File: src/rtl/module_countdown_8_bit_pkg.sv
// Shared definitions for the 8-bit loadable down-counter: data width and FSM state encoding.
`default_nettype none

package module_countdown_8_bit_pkg;

  localparam int unsigned CNT_W = 8;

  typedef enum logic [1:0] {
    ST_IDLE = 2'd0,
    ST_RUN  = 2'd1,
    ST_DONE = 2'd2
  } state_t;

endpackage

`default_nettype wire

File: src/rtl/module_countdown_8_bit_if.sv
// Control/status bundle of the down-counter; the counter is the slave, its driver the master.
`default_nettype none

interface module_countdown_8_bit_if;
  import module_countdown_8_bit_pkg::*;

  logic             en_in;
  logic             load_in;
  logic             start_in;
  logic             reload_in;
  logic [CNT_W-1:0] preset_in;
  logic [CNT_W-1:0] out;
  logic             borrow;
  logic             busy;
  logic             done;

  modport master (
    output en_in, load_in, start_in, reload_in, preset_in,
    input  out, borrow, busy, done
  );

  modport slave (
    input  en_in, load_in, start_in, reload_in, preset_in,
    output out, borrow, busy, done
  );

endinterface

`default_nettype wire

File: src/rtl/module_countdown_8_bit.sv
// 8-bit loadable down-counter with IDLE/RUN/DONE control, sticky done flag and optional auto-reload.
`default_nettype none

module module_countdown_8_bit
  import module_countdown_8_bit_pkg::*;
#(
  parameter bit AUTO_START = 1'b0
) (
  input  logic                      clk_in,
  input  logic                      rst_n_in,
  module_countdown_8_bit_if.slave   bus
);

  state_t           state_q, state_d;
  logic [CNT_W-1:0] out_q, out_d;
  logic [CNT_W-1:0] reload_q, reload_d;
  logic             borrow_q, borrow_d;
  logic             done_q, done_d;

  always_comb begin
    state_d  = state_q;
    out_d    = out_q;
    reload_d = reload_q;
    borrow_d = 1'b0;
    done_d   = done_q;

    if (bus.load_in) begin
      // A load overrides everything else, including an expiry in flight.
      out_d    = bus.preset_in;
      reload_d = bus.preset_in;
      done_d   = 1'b0;
      state_d  = (AUTO_START && (bus.preset_in != '0)) ? ST_RUN : ST_IDLE;
    end else begin
      unique case (state_q)
        ST_IDLE: begin
          if (bus.start_in && (out_q != '0)) begin
            state_d = ST_RUN;
            done_d  = 1'b0;
          end
        end
        ST_RUN: begin
          if (bus.en_in) begin
            // Treat out<=1 as the final tick so the count can never wrap.
            if (out_q <= CNT_W'(1)) begin
              out_d    = '0;
              borrow_d = 1'b1;
              done_d   = 1'b1;
              state_d  = ST_DONE;
            end else begin
              out_d = out_q - CNT_W'(1);
            end
          end
        end
        ST_DONE: begin
          if (bus.reload_in && (reload_q != '0)) begin
            out_d   = reload_q;
            state_d = ST_RUN;
          end else begin
            out_d   = '0;
            state_d = ST_IDLE;
          end
        end
        default: begin
          out_d   = '0;
          state_d = ST_IDLE;
        end
      endcase
    end
  end

  always_ff @(posedge clk_in or negedge rst_n_in) begin
    if (!rst_n_in) begin
      state_q  <= ST_IDLE;
      out_q    <= '0;
      reload_q <= '0;
      borrow_q <= 1'b0;
      done_q   <= 1'b0;
    end else begin
      state_q  <= state_d;
      out_q    <= out_d;
      reload_q <= reload_d;
      borrow_q <= borrow_d;
      done_q   <= done_d;
    end
  end

  assign bus.out    = out_q;
  assign bus.borrow = borrow_q;
  assign bus.busy   = (state_q == ST_RUN);
  assign bus.done   = done_q;

endmodule

`default_nettype wire

File: src/flat_wrapper.sv
// flat-port wrapper written by rule: the top's interface ports become plain ports
module module_countdown_8_bit_flat import module_countdown_8_bit_pkg::*;
#(
  parameter bit AUTO_START = 1'b0
)
  (clk_in, rst_n_in, bus_en_in, bus_load_in, bus_start_in, bus_reload_in, bus_preset_in, bus_out, bus_borrow, bus_busy, bus_done);
  module_countdown_8_bit_if bus_i ();
  input  logic clk_in;
  input  logic rst_n_in;
  input wire logic [$bits(bus_i.en_in)-1:0] bus_en_in;
  input wire logic [$bits(bus_i.load_in)-1:0] bus_load_in;
  input wire logic [$bits(bus_i.start_in)-1:0] bus_start_in;
  input wire logic [$bits(bus_i.reload_in)-1:0] bus_reload_in;
  input wire logic [$bits(bus_i.preset_in)-1:0] bus_preset_in;
  output wire logic [$bits(bus_i.out)-1:0] bus_out;
  output wire logic [$bits(bus_i.borrow)-1:0] bus_borrow;
  output wire logic [$bits(bus_i.busy)-1:0] bus_busy;
  output wire logic [$bits(bus_i.done)-1:0] bus_done;
  assign bus_i.en_in = bus_en_in;
  assign bus_i.load_in = bus_load_in;
  assign bus_i.start_in = bus_start_in;
  assign bus_i.reload_in = bus_reload_in;
  assign bus_i.preset_in = bus_preset_in;
  assign bus_out = bus_i.out;
  assign bus_borrow = bus_i.borrow;
  assign bus_busy = bus_i.busy;
  assign bus_done = bus_i.done;
  module_countdown_8_bit #(.AUTO_START(AUTO_START)) u_core (.clk_in(clk_in), .rst_n_in(rst_n_in), .bus(bus_i));
endmodule
File: config.mk
export PLATFORM = sky130hd
export DESIGN_NAME = module_countdown_8_bit_flat
export DESIGN_NICKNAME = d
export VERILOG_FILES = /design/src/rtl/module_countdown_8_bit_pkg.sv /design/src/rtl/module_countdown_8_bit_if.sv /design/src/rtl/module_countdown_8_bit.sv /design/src/flat_wrapper.sv
export SDC_FILE = /design/constraint.sdc
export NUM_CORES = 1
export LEC_CHECK = 0
export ABC_AREA = 1
export BUFFER_PORTS_ARGS = -buffer_cell sky130_fd_sc_hd__clkbuf_2
export CORE_MARGIN = 3
export CORE_UTILIZATION = 25
export CTS_CLUSTER_DIAMETER = 40
export CTS_CLUSTER_SIZE = 10
export DETAILED_ROUTE_END_ITERATION = 8
export PLACE_DENSITY = 0.42
export SYNTH_ARGS = -nofsm -noshare
export SYNTH_HDL_FRONTEND = slang
export SYNTH_SLANG_ARGS = --single-unit
File: constraint.sdc
create_clock -name clk_in -period 1.7 [get_ports clk_in]
set_clock_uncertainty 0.1 [all_clocks]
set_input_delay 0.085 -clock clk_in [delete_from_list [all_inputs] [get_ports clk_in]]
set_output_delay 0.085 -clock clk_in [all_outputs]
set_load 0.02 [all_outputs]
==> metrics, run 1 <==
status complete, no violations; Top FF cell, synth dfrtp_1; Final Hold Fails 0; Pre-Repair DR Iteration Count 4; post-synthesis simple-gate area fraction 32.6%; final net count 250; PwrDens around 1400 nW/µm²; worst setup path category reg2reg; share of total power in the clock network roughly 16%; Leakage Power 0.872 nW; crit path time final roughly 1.6 ns; Synth Area in XOR/XNOR under 10%; share of post-route cells with drive strength above 1 ~23%; number of diodes 0; initial antenna violation count 0; Placeable Area just under 5000 µm²; clock buffer depth 2; port bufs 24; post-DP HPWL around 2700 µm; # rows 25; most common cell after layout, fill and taps aside nand2_1; Worst EP arrival 1.64 ns; Final Slew Violations 0; most frequent cells in the layout nand2_1 (55), clkbuf_2 (24), nor2_1 (21); Adder-Cell Fraction of Synth Area 6.86%; Worst Setup SP u_core.state_q[0]$_DFFE_PN0P_; Final Cycle Share between 90% and 100%; Compound-Gate Fraction of Synth Area 12.1%; Setup WS pre-CTS approximately 0.014 ns; Fillers 553; DRC viols 0; Final Power 2.42 mW; Die W approximately 77 µm; syn_nets ~200; Die Ht 77.5 µm; TNS Setup 0 ns; Placed Cells incl. Taps 280; R2R depth 8; Crit. End Element flip-flop; fmax between 0.6 and 0.7 GHz; # clock sinks 20; Worst Setup EP u_core.bus.out[3]$_DFFE_PN0P_; number of synthesized flops with an enable pin 0; Worst Hold Class in2reg; FF+latch count, synth 20; first-pass GRT wire length between 5000 and 6000 µm; RR Startpoint u_core.state_q[0]$_DFFE_PN0P_; Num CTS Buffers 3; per-cell routed wire length around 12 µm; max cap viols 0; DR vias/cell about 4.2; Clock Latency Late Sink approximately 0.26 ns; GRT Util Overall approximately an eighth; Slew Limit Headroom around 66%; Clock transition at path regs 0.08 ns; CTS tree done; average size of a mapped cell between 7 and 8 µm²; flop2flop setup slack 0.11 ns; CP required 1.75 ns; DRT iter0 DRCs 39; reg-to-reg endpoint u_core.bus.out[3]$_DFFE_PN0P_; Flop pwr share approximately 31%; WL final 3420 µm; P_int about 1.3 mW; Area Overhead vs Synth 34.8%; sequential area share after synthesis between 30% and 40%; Starting Density a little over a quarter; CTS H-tree lvls 1; maximum vdd ir drop about 0.38 mV; Finished Layout Cells 295; GRT Residual Overflow 0; ys async rst share 100%; Vias 1,249; Post-Synthesis Cells around 180; RSZ-0062 raised after global routing true; Crit Path Max Fanout 5; Clock Root Buffer clkbuf_8; Gate power share around 53%; CP Launch Type flip-flop; switching power between 1 and 1.5 mW; final setup vio count 0; worst setup margin around 0.11 ns; worst-margin pin slew 0.511 ns; die footprint between 5000 and 6000 µm²; post-route ant nets 0; Synth Warn # 0; Core Util, Final between 30% and 40%; Distinct cells, synth 20; sw frac a little under half; number of global-route vias before repair 1,248; mapped cell area roughly 1300 µm²; largest net degree at the start of global routing 21; GPL Wtd Cong ~0.75; # IOs 25; largest family of logic cells by synthesized area simple AND/OR/NAND/NOR gates; multiplexer share of the synthesized area 0%
[worst max-delay path: stages, from the launching register on]
cell and delay (ns):
dfrtp_1 0.42, ha_1 0.22, inv_1 0.08, nor2_2 0.04, nand2_1 0.10, o21ai_4 0.09, buf_4 0.16, a21oi_1 0.17
a21oi_1 0.09
[layer usage]
metal,global-route usage (%),wire [µm],up-vias
met5,0,0,-
met4,3.74,44,0
met3,2.32,145,5
met2,19.3,1500,22
met1,17.0,1740,553
li1,-,-,669
[power by group through the flow]
stage	sequential, mW	clock, mW	combinational [mW]
2_1_floorplan	0.854	0	0.698
3_3_place_gp	0.766	0	1.24
3_5_place_dp	0.762	0	1.23
4_1_cts	0.752	0.388	1.26
5_1_grt	0.777	0.416	1.46
6_report	0.754	0.378	1.29
[state kept, by name (all words and copies together), names as in the netlist]
name               flops
u_core.bus.out         8
u_core.reload_q        8
u_core.state_q         2
u_core.bus.borrow      1
u_core.bus.done        1
[per-stage QoR]
step	cell area, µm²	hold slack [ns]
after global placement	1540	-0.0111
after floorplan	1280	-0.311
after detailed placement	1540	-0.00942
after global routing	1720	0.0644
after CTS	1690	0.0214
final	1720	0.0567
[synthesized netlist by cell type (2+ instances only)]
| library cell | number | area [µm²] |
|---|---|---|
| a21oi_1 | 17 | 85.1 |
| dfrtp_1 | 20 | 500 |
| ha_1 | 7 | 87.6 |
| inv_1 | 18 | 67.6 |
| inv_2 | 3 | 11.3 |
| nand2_1 | 55 | 206 |
| nand2_2 | 3 | 18.8 |
| nand3_1 | 12 | 60.1 |
| nand4_1 | 2 | 12.5 |
| nor2_1 | 22 | 82.6 |
| nor2_2 | 3 | 18.8 |
| o21ai_1 | 11 | 55.1 |
| xor2_1 | 2 | 17.5 |
[worst min path at each step]
stage,endpoint,startpoint,cells after the start
after floorplan,u_core.bus.borrow$_DFF_PN0_,rst_n_in,0
after global placement,u_core.bus.out[5]$_DFFE_PN0P_,rst_n_in,1
after detailed placement,u_core.bus.out[4]$_DFFE_PN0P_,rst_n_in,1
after CTS,u_core.bus.borrow$_DFF_PN0_,bus_load_in,2
after global routing,u_core.bus.borrow$_DFF_PN0_,bus_load_in,2
final,u_core.bus.borrow$_DFF_PN0_,bus_load_in,2
[kinds of logic (layout without fill, tap and decap cells)]
family                     count (synthesis)  in the layout
and+or+nand+nor                           99             99
buffers and inverters                     23             69
xor gates and xnor gates                   3              3
AOI/OAI and AO/OA                         30             30
DFF                                       20             20
adders and majority gates                  7              7
[final cells by class]
cell class / instances / area (µm²) / share of cell area [%]
clock buffers: 4 / 55.1 / 3.20
flip-flops and latches: 20 / 500 / 29.1
repair buffers: 44 / 295 / 17.2
well taps: 67 / 83.8 / 4.87
inverters: 21 / 78.8 / 4.58
multi-input cells: 139 / 707 / 41.1
[repair_timing]
item	in CTS	in global routing
hold buffers	10	0
setup buffers	0	1
resized for setup	0	6
endpoints found under the hold margin	29	0
endpoints found under the setup margin	0	11
(Power assumes the default switching activity.)
==> run 2: changes to the inputs <==
--- a/config.mk
+++ b/config.mk
@@ -8,11 +8,11 @@
 export ABC_AREA = 1
 export BUFFER_PORTS_ARGS = -buffer_cell sky130_fd_sc_hd__clkbuf_2
 export CORE_MARGIN = 3
-export CORE_UTILIZATION = 25
+export CORE_UTILIZATION = 30
 export CTS_CLUSTER_DIAMETER = 40
 export CTS_CLUSTER_SIZE = 10
 export DETAILED_ROUTE_END_ITERATION = 8
-export PLACE_DENSITY = 0.42
+export PLACE_DENSITY = 0.48
 export SYNTH_ARGS = -nofsm -noshare
 export SYNTH_HDL_FRONTEND = slang
 export SYNTH_SLANG_ARGS = --single-unit
==> metrics, run 2 (synthesis gave the netlist of run 1 again) <==
Area Overhead vs Synth 33.5%; per-cell routed wire length 11.7 µm (+0.98%); post-CTS setup buffers 0 (unchanged); Slew Limit Headroom 66.4% (+0.49 points); share of post-route cells with drive strength above 1 23.5% (+0.21 points); Num CTS Buffers 3 (unchanged); Vias 1,221 (-2.2%); DR vias/cell 4.42 (+4.5%); worst-margin pin slew 0.504 ns (-0.00735 ns); Final Power 2.50 mW (+3.2%); status complete, no violations; biggest regs u_core.bus.out x8, u_core.reload_q x8, u_core.state_q x2; Final Hold Fails 0 (unchanged); Starting Density 31.5% (+5.0 points); # rows 23 (-8.0%); final net count 248 (-0.80%); Final Cycle Share 93.0% (-0.37 points); GRT Util Overall 13.9% (+1.6 points); CP required 1.76 ns (about the same); CTS H-tree lvls 1 (unchanged); PwrDens 1460 nW/µm² (+4.2%); Final Slew Violations 0 (unchanged); Seq. cell area 500 µm² (unchanged); largest net degree at the start of global routing 21 (unchanged); max cap viols 0 (unchanged); # IOs 25 (unchanged); post-DP HPWL 2540 µm (-5.1%); Fillers 435 (-21%); Core Util, Final 42.0% (+6.3 points); Placeable Area 4060 µm² (-16%); initial antenna violation count 0 (unchanged); Pre-Repair DR Iteration Count 4 (unchanged); first-pass GRT wire length 5690 µm (-3.6%); GPL Wtd Cong 0.734 (-2.2%); cell area after layout 1700 µm² (-0.95%); Clock transition at path regs 0.08 ns (about the same); number of global-route vias before repair 1,202 (-3.7%); final setup vio count 0 (unchanged); Worst EP arrival 1.64 ns (about the same); port bufs 24 (unchanged); Leakage Power 0.870 nW (-0.13%); DRT iter0 DRCs 40 (+2.6%); worst setup path category reg2reg; # clock sinks 20 (unchanged); post-route ant nets 0 (unchanged); DRC viols 0 (unchanged); Crit Path Max Fanout 8 (+3); CP Launch Type flip-flop; Die Ht 71.2 µm (-8.0%); Die W 71.2 µm (-8.0%); GRT Residual Overflow 0 (unchanged); Crit. End Element flip-flop; Buf/Inv on CP 2 (unchanged); crit path time final 1.58 ns (-0.00626 ns); maximum vdd ir drop 0.393 mV (+4.8%); most frequent cells in the layout nand2_1 (54), clkbuf_2 (24), nor2_1 (22); clock buffer depth 2 (unchanged); CP max stage delay 0.41 ns (about the same); area occupied by multi-input gates 711 µm² (+0.53%); Largest delay share family, worst path flip-flops; TNS Setup 0 ns (unchanged); die footprint 5070 µm² (-15%); Worst Hold Class in2reg; Cell Area, Placed 1510 µm² (-1.9%); number of diodes 0 (unchanged); WL final 3240 µm (-5.5%); Slowest-stage cell, CP dfrtp_1; critical-path cell list ha_1 -> inv_1 -> nor2_1 -> nand2_1 -> o21ai_2 -> buf_4 -> a21oi_1 -> a21oi_2; CTS tree done; fmax 0.632 GHz (+0.40%); RSZ-0062 raised after global routing false; Clock Latency Late Sink 0.26 ns (about the same); Clock Root Buffer clkbuf_8; most common cell after layout, fill and taps aside nand2_1
==> run 2: metal layers <==
metal	GRT usage [%]	wire length (µm)	vias to the layer above
met4	4.38	38	0
li1	-	-	668
met5	0	0	-
met2	20.5	1420	14
met1	21.0	1690	535
met3	1.82	81	4
==> run 2: report_power, final <==
group | switching (mW) | total (mW) | internal (mW)
clock network | 0.173 | 0.487 | 0.315
registers | 0.151 | 0.746 | 0.595
logic | 0.779 | 1.26 | 0.485
==> run 2: path summary, 6_finish.rpt <==
path / start / endpoint / slack (ns) / cells past startpoint
min in group asynchronous: rst_n_in / u_core.bus.out[4]$_DFFE_PN0P_ / 0.21 / 2
worst min register to register: u_core.bus.done$_DFFE_PN0P_ / u_core.bus.done$_DFFE_PN0P_ / 0.40 / 2
worst min-delay path: bus_load_in / u_core.bus.borrow$_DFF_PN0_ / 0.02 / 2
worst max-delay path: u_core.state_q[0]$_DFFE_PN0P_ / u_core.bus.out[6]$_DFFE_PN0P_ / 0.12 / 8
max in group asynchronous: rst_n_in / u_core.state_q[0]$_DFFE_PN0P_ / 0.95 / 2
worst max register to register: u_core.state_q[0]$_DFFE_PN0P_ / u_core.bus.out[6]$_DFFE_PN0P_ / 0.12 / 8
==> run 2: what timing repair did <==
action | 4_1_cts | 5_1_grt
endpoints found under the hold margin | 29 | 0
endpoints found under the setup margin | 0 | 9
resized for setup | 0 | 7
hold buffers | 10 | 0
==> run 2: per-stage QoR <==
stage | hold WS, ns | std cells | setup slack [ns]
floorplan | -0.311 | 182 | 0.00129
global route | 0.0305 | 276 | 0.00646
global placement | -0.0190 | 262 | 0.103
detailed placement | -0.0149 | 262 | 0.0752
finish | 0.0203 | 276 | 0.119
CTS | 0.00993 | 276 | 0.0563
==> run 2: final cells by class <==
type	count	share of cell area [%]
clock buffer	3	2.42
clock inverter	1	1.76
inverter	21	4.63
multi-input combinational	139	41.7
sequential	20	29.4
tap	50	3.67
timing repair buffer	42	16.4
==> run 2: worst reg2reg max path, stage by stage, from the launching register on <==
cell and delay [ns]:
dfrtp_1 0.41, ha_1 0.22, inv_1 0.12, nor2_1 0.08, nand2_1 0.08, o21ai_2 0.06, buf_4 0.16, a21oi_1 0.16
a21oi_2 0.07
==> run 3: changes to the inputs <==
--- a/config.mk
+++ b/config.mk
@@ -12,7 +12,7 @@
 export CTS_CLUSTER_DIAMETER = 40
 export CTS_CLUSTER_SIZE = 10
 export DETAILED_ROUTE_END_ITERATION = 8
-export PLACE_DENSITY = 0.48
+export PLACE_DENSITY = 0.47
 export SYNTH_ARGS = -nofsm -noshare
 export SYNTH_HDL_FRONTEND = slang
 export SYNTH_SLANG_ARGS = --single-unit
==> constraint.sdc (replaced) <==
create_clock -name clk_in -period 1.75 [get_ports clk_in]
set_clock_uncertainty 0.1 [all_clocks]
set_input_delay 0.0875 -clock clk_in [delete_from_list [all_inputs] [get_ports clk_in]]
set_output_delay 0.0875 -clock clk_in [all_outputs]
set_load 0.02 [all_outputs]
==> metrics, run 3 (synthesis gave the netlist of run 1 again) <==
status complete, no violations; max cap viols 0 (unchanged); Gate power share 52.2% (+1.6 points); Clock transition at path regs 0.08 ns (about the same); port bufs 24 (unchanged); worst setup path category reg2reg; reg-to-reg endpoint u_core.bus.out[0]$_DFFE_PN0P_; share of total power in the clock network 15.9% (-3.6 points); Worst Hold Class in2reg; WL final 3360 µm (+3.7%); share of post-route cells with drive strength above 1 21.4% (-2.0 points); RR Startpoint u_core.bus.out[0]$_DFFE_PN0P_; sw frac 46.5% (+2.4 points); Worst Setup SP u_core.bus.out[0]$_DFFE_PN0P_; Most Frequent Cell on Critical Path nand2_1; GPL Wtd Cong 0.780 (+6.2%); number of global-route vias before repair 1,206 (+0.33%); DRC viols 0 (unchanged); Worst EP arrival 1.75 ns (+0.11 ns); Crit. End Element flip-flop; Die Ht 71.2 µm (unchanged); largest net degree at the start of global routing 21 (unchanged); Clock Latency Late Sink 0.26 ns (about the same); per-cell routed wire length 12.2 µm (+4.5%); min-delay src bus_load_in; P_int 1.23 mW (-12%); Die W 71.2 µm (unchanged); crit path time final 1.65 ns (+0.0722 ns); Buf/Inv on CP 3 (+1); # rows 23 (unchanged); Flop pwr share 31.9% (+2.0 points); critical-path cell list inv_2 -> ha_2 -> buf_4 -> inv_1 -> nand2_1 -> nand2_1 -> nor2_1 -> nor2_2 -> nand2_1 -> o21ai_1 -> nand2_1 -> a21oi_1; Pre-Repair DR Iteration Count 4 (unchanged); most common cell after layout, fill and taps aside nand2_1; worst hold slack 0.0987 ns (+0.0784 ns); Area Overhead vs Synth 30.1%; Crit Path Max Fanout 5 (-3); Slowest-stage cell, CP dfrtp_1; clock buffer depth 2 (unchanged); post-route ant nets 0 (unchanged); maximum vdd ir drop 0.332 mV (-16%); Placeable Area 4060 µm² (unchanged); Vias 1,258 (+3.0%); fmax 0.605 GHz (-4.4%); initial antenna violation count 0 (unchanged); number of diodes 0 (unchanged); R2R depth 12 (+4); final net count 246 (-0.81%); CP required 1.84 ns (+0.08 ns); Final Hold Fails 0 (unchanged); Clock Root Buffer clkbuf_8; RSZ-0062 raised after global routing true; worst hold path depth 2 (unchanged); Slew Limit Headroom 66.0% (-0.43 points); CP Launch Type flip-flop; # clock sinks 20 (unchanged); Final Power 2.30 mW (-7.9%); Leakage Power 0.853 nW (-2.0%); CTS tree done; PwrDens 1380 nW/µm² (-5.5%); TNS Setup 0 ns (unchanged); post-DP HPWL 2620 µm (+3.3%); DRT iter0 DRCs 33 (-18%); die footprint 5070 µm² (unchanged); GRT Residual Overflow 0 (unchanged); CTS H-tree lvls 1 (unchanged); worst-margin pin slew 0.511 ns (+0.00643 ns); Final Slew Violations 0 (unchanged); Starting Density 31.5% (unchanged); DR vias/cell 4.59 (+3.8%); first-pass GRT wire length 5600 µm (-1.5%); flop2flop setup slack 0.1 ns (-0.02 ns); hold worst-path end u_core.bus.borrow$_DFF_PN0_; biggest regs u_core.bus.out x8, u_core.reload_q x8, u_core.state_q x2; CP max stage delay 0.38 ns (-0.03 ns); Final Cycle Share 94.5% (+1.5 points); switching power 1.07 mW (-3.0%); # IOs 25 (unchanged); most frequent cells in the layout nand2_1 (55), clkbuf_2 (24), nor2_1 (22); Num CTS Buffers 3 (unchanged); final setup vio count 0 (unchanged); GRT Util Overall 13.9% (+0.059 points); Largest delay share family, worst path simple AND/OR/NAND/NOR gates
## run 3: area by class of cell
cell class,count,area [µm²]
sequential,20,500
tap,50,62.6
clock buffer,4,55.1
multi-input combinational,139,698
fill,434,2400
timing repair buffer,40,265
inverter,21,78.8
## run 3: worst max-delay path by stage
stage	to	slack (ns)	depth (start not counted)
floorplan	u_core.bus.out[2]$_DFFE_PN0P_	0.05	9
global placement	u_core.bus.out[7]$_DFFE_PN0P_	-0.03	12
detailed placement	u_core.bus.out[0]$_DFFE_PN0P_	0.004	12
CTS	u_core.bus.out[0]$_DFFE_PN0P_	0.02	12
global route	u_core.bus.out[0]$_DFFE_PN0P_	-0.05	12
finish	u_core.bus.out[0]$_DFFE_PN0P_	0.1	12
## run 3: power groups by stage
stage | Combinational, mW | Sequential [mW] | Clock [mW]
5_1_grt | 1.35 | 0.760 | 0.397
3_3_place_gp | 1.10 | 0.756 | 0
2_1_floorplan | 0.678 | 0.829 | 0
3_5_place_dp | 1.12 | 0.757 | 0
6_report | 1.20 | 0.733 | 0.366
4_1_cts | 1.17 | 0.739 | 0.371
## run 3: per-stage QoR
step	cell area [µm²]	instances	utilization, %	setup WS (ns)
floorplan	1280	182	-	0.0513
CTS	1640	273	40.4	0.0167
global route	1660	274	40.9	-0.0457
detailed placement	1480	258	36.4	0.00447
global placement	1480	258	36.4	-0.0253
finish	1660	274	40.9	0.0966
## run 3: timing repair
item,CTS,global route
setup buffers,1,1
setup endpoints to repair,2,8
gates resized for setup,0,4
hold buffers,10,0
pin swaps,0,3
hold endpoints to repair,29,0
## run 3: worst reg2reg max path: stages, from the launching register on
cell	delay, ns
dfrtp_1	0.38
inv_2	0.07
ha_2	0.18
buf_4	0.15
inv_1	0.05
nand2_1	0.04
nand2_1	0.05
nor2_1	0.04
nor2_2	0.16
nand2_1	0.09
o21ai_1	0.09
nand2_1	0.07
a21oi_1	0.11
## run 3: per-layer routing
layer / vias up / track usage (%) / part of all wire, % / wire length [µm]
li1: 663 / - / - / -
met1: 577 / 18.9 / 49 / 1650
met2: 16 / 22.9 / 47 / 1590
met3: 2 / 2.24 / 3.0 / 99
met4: 0 / 4.38 / 0.51 / 17
met5: - / 0 / 0 / 0
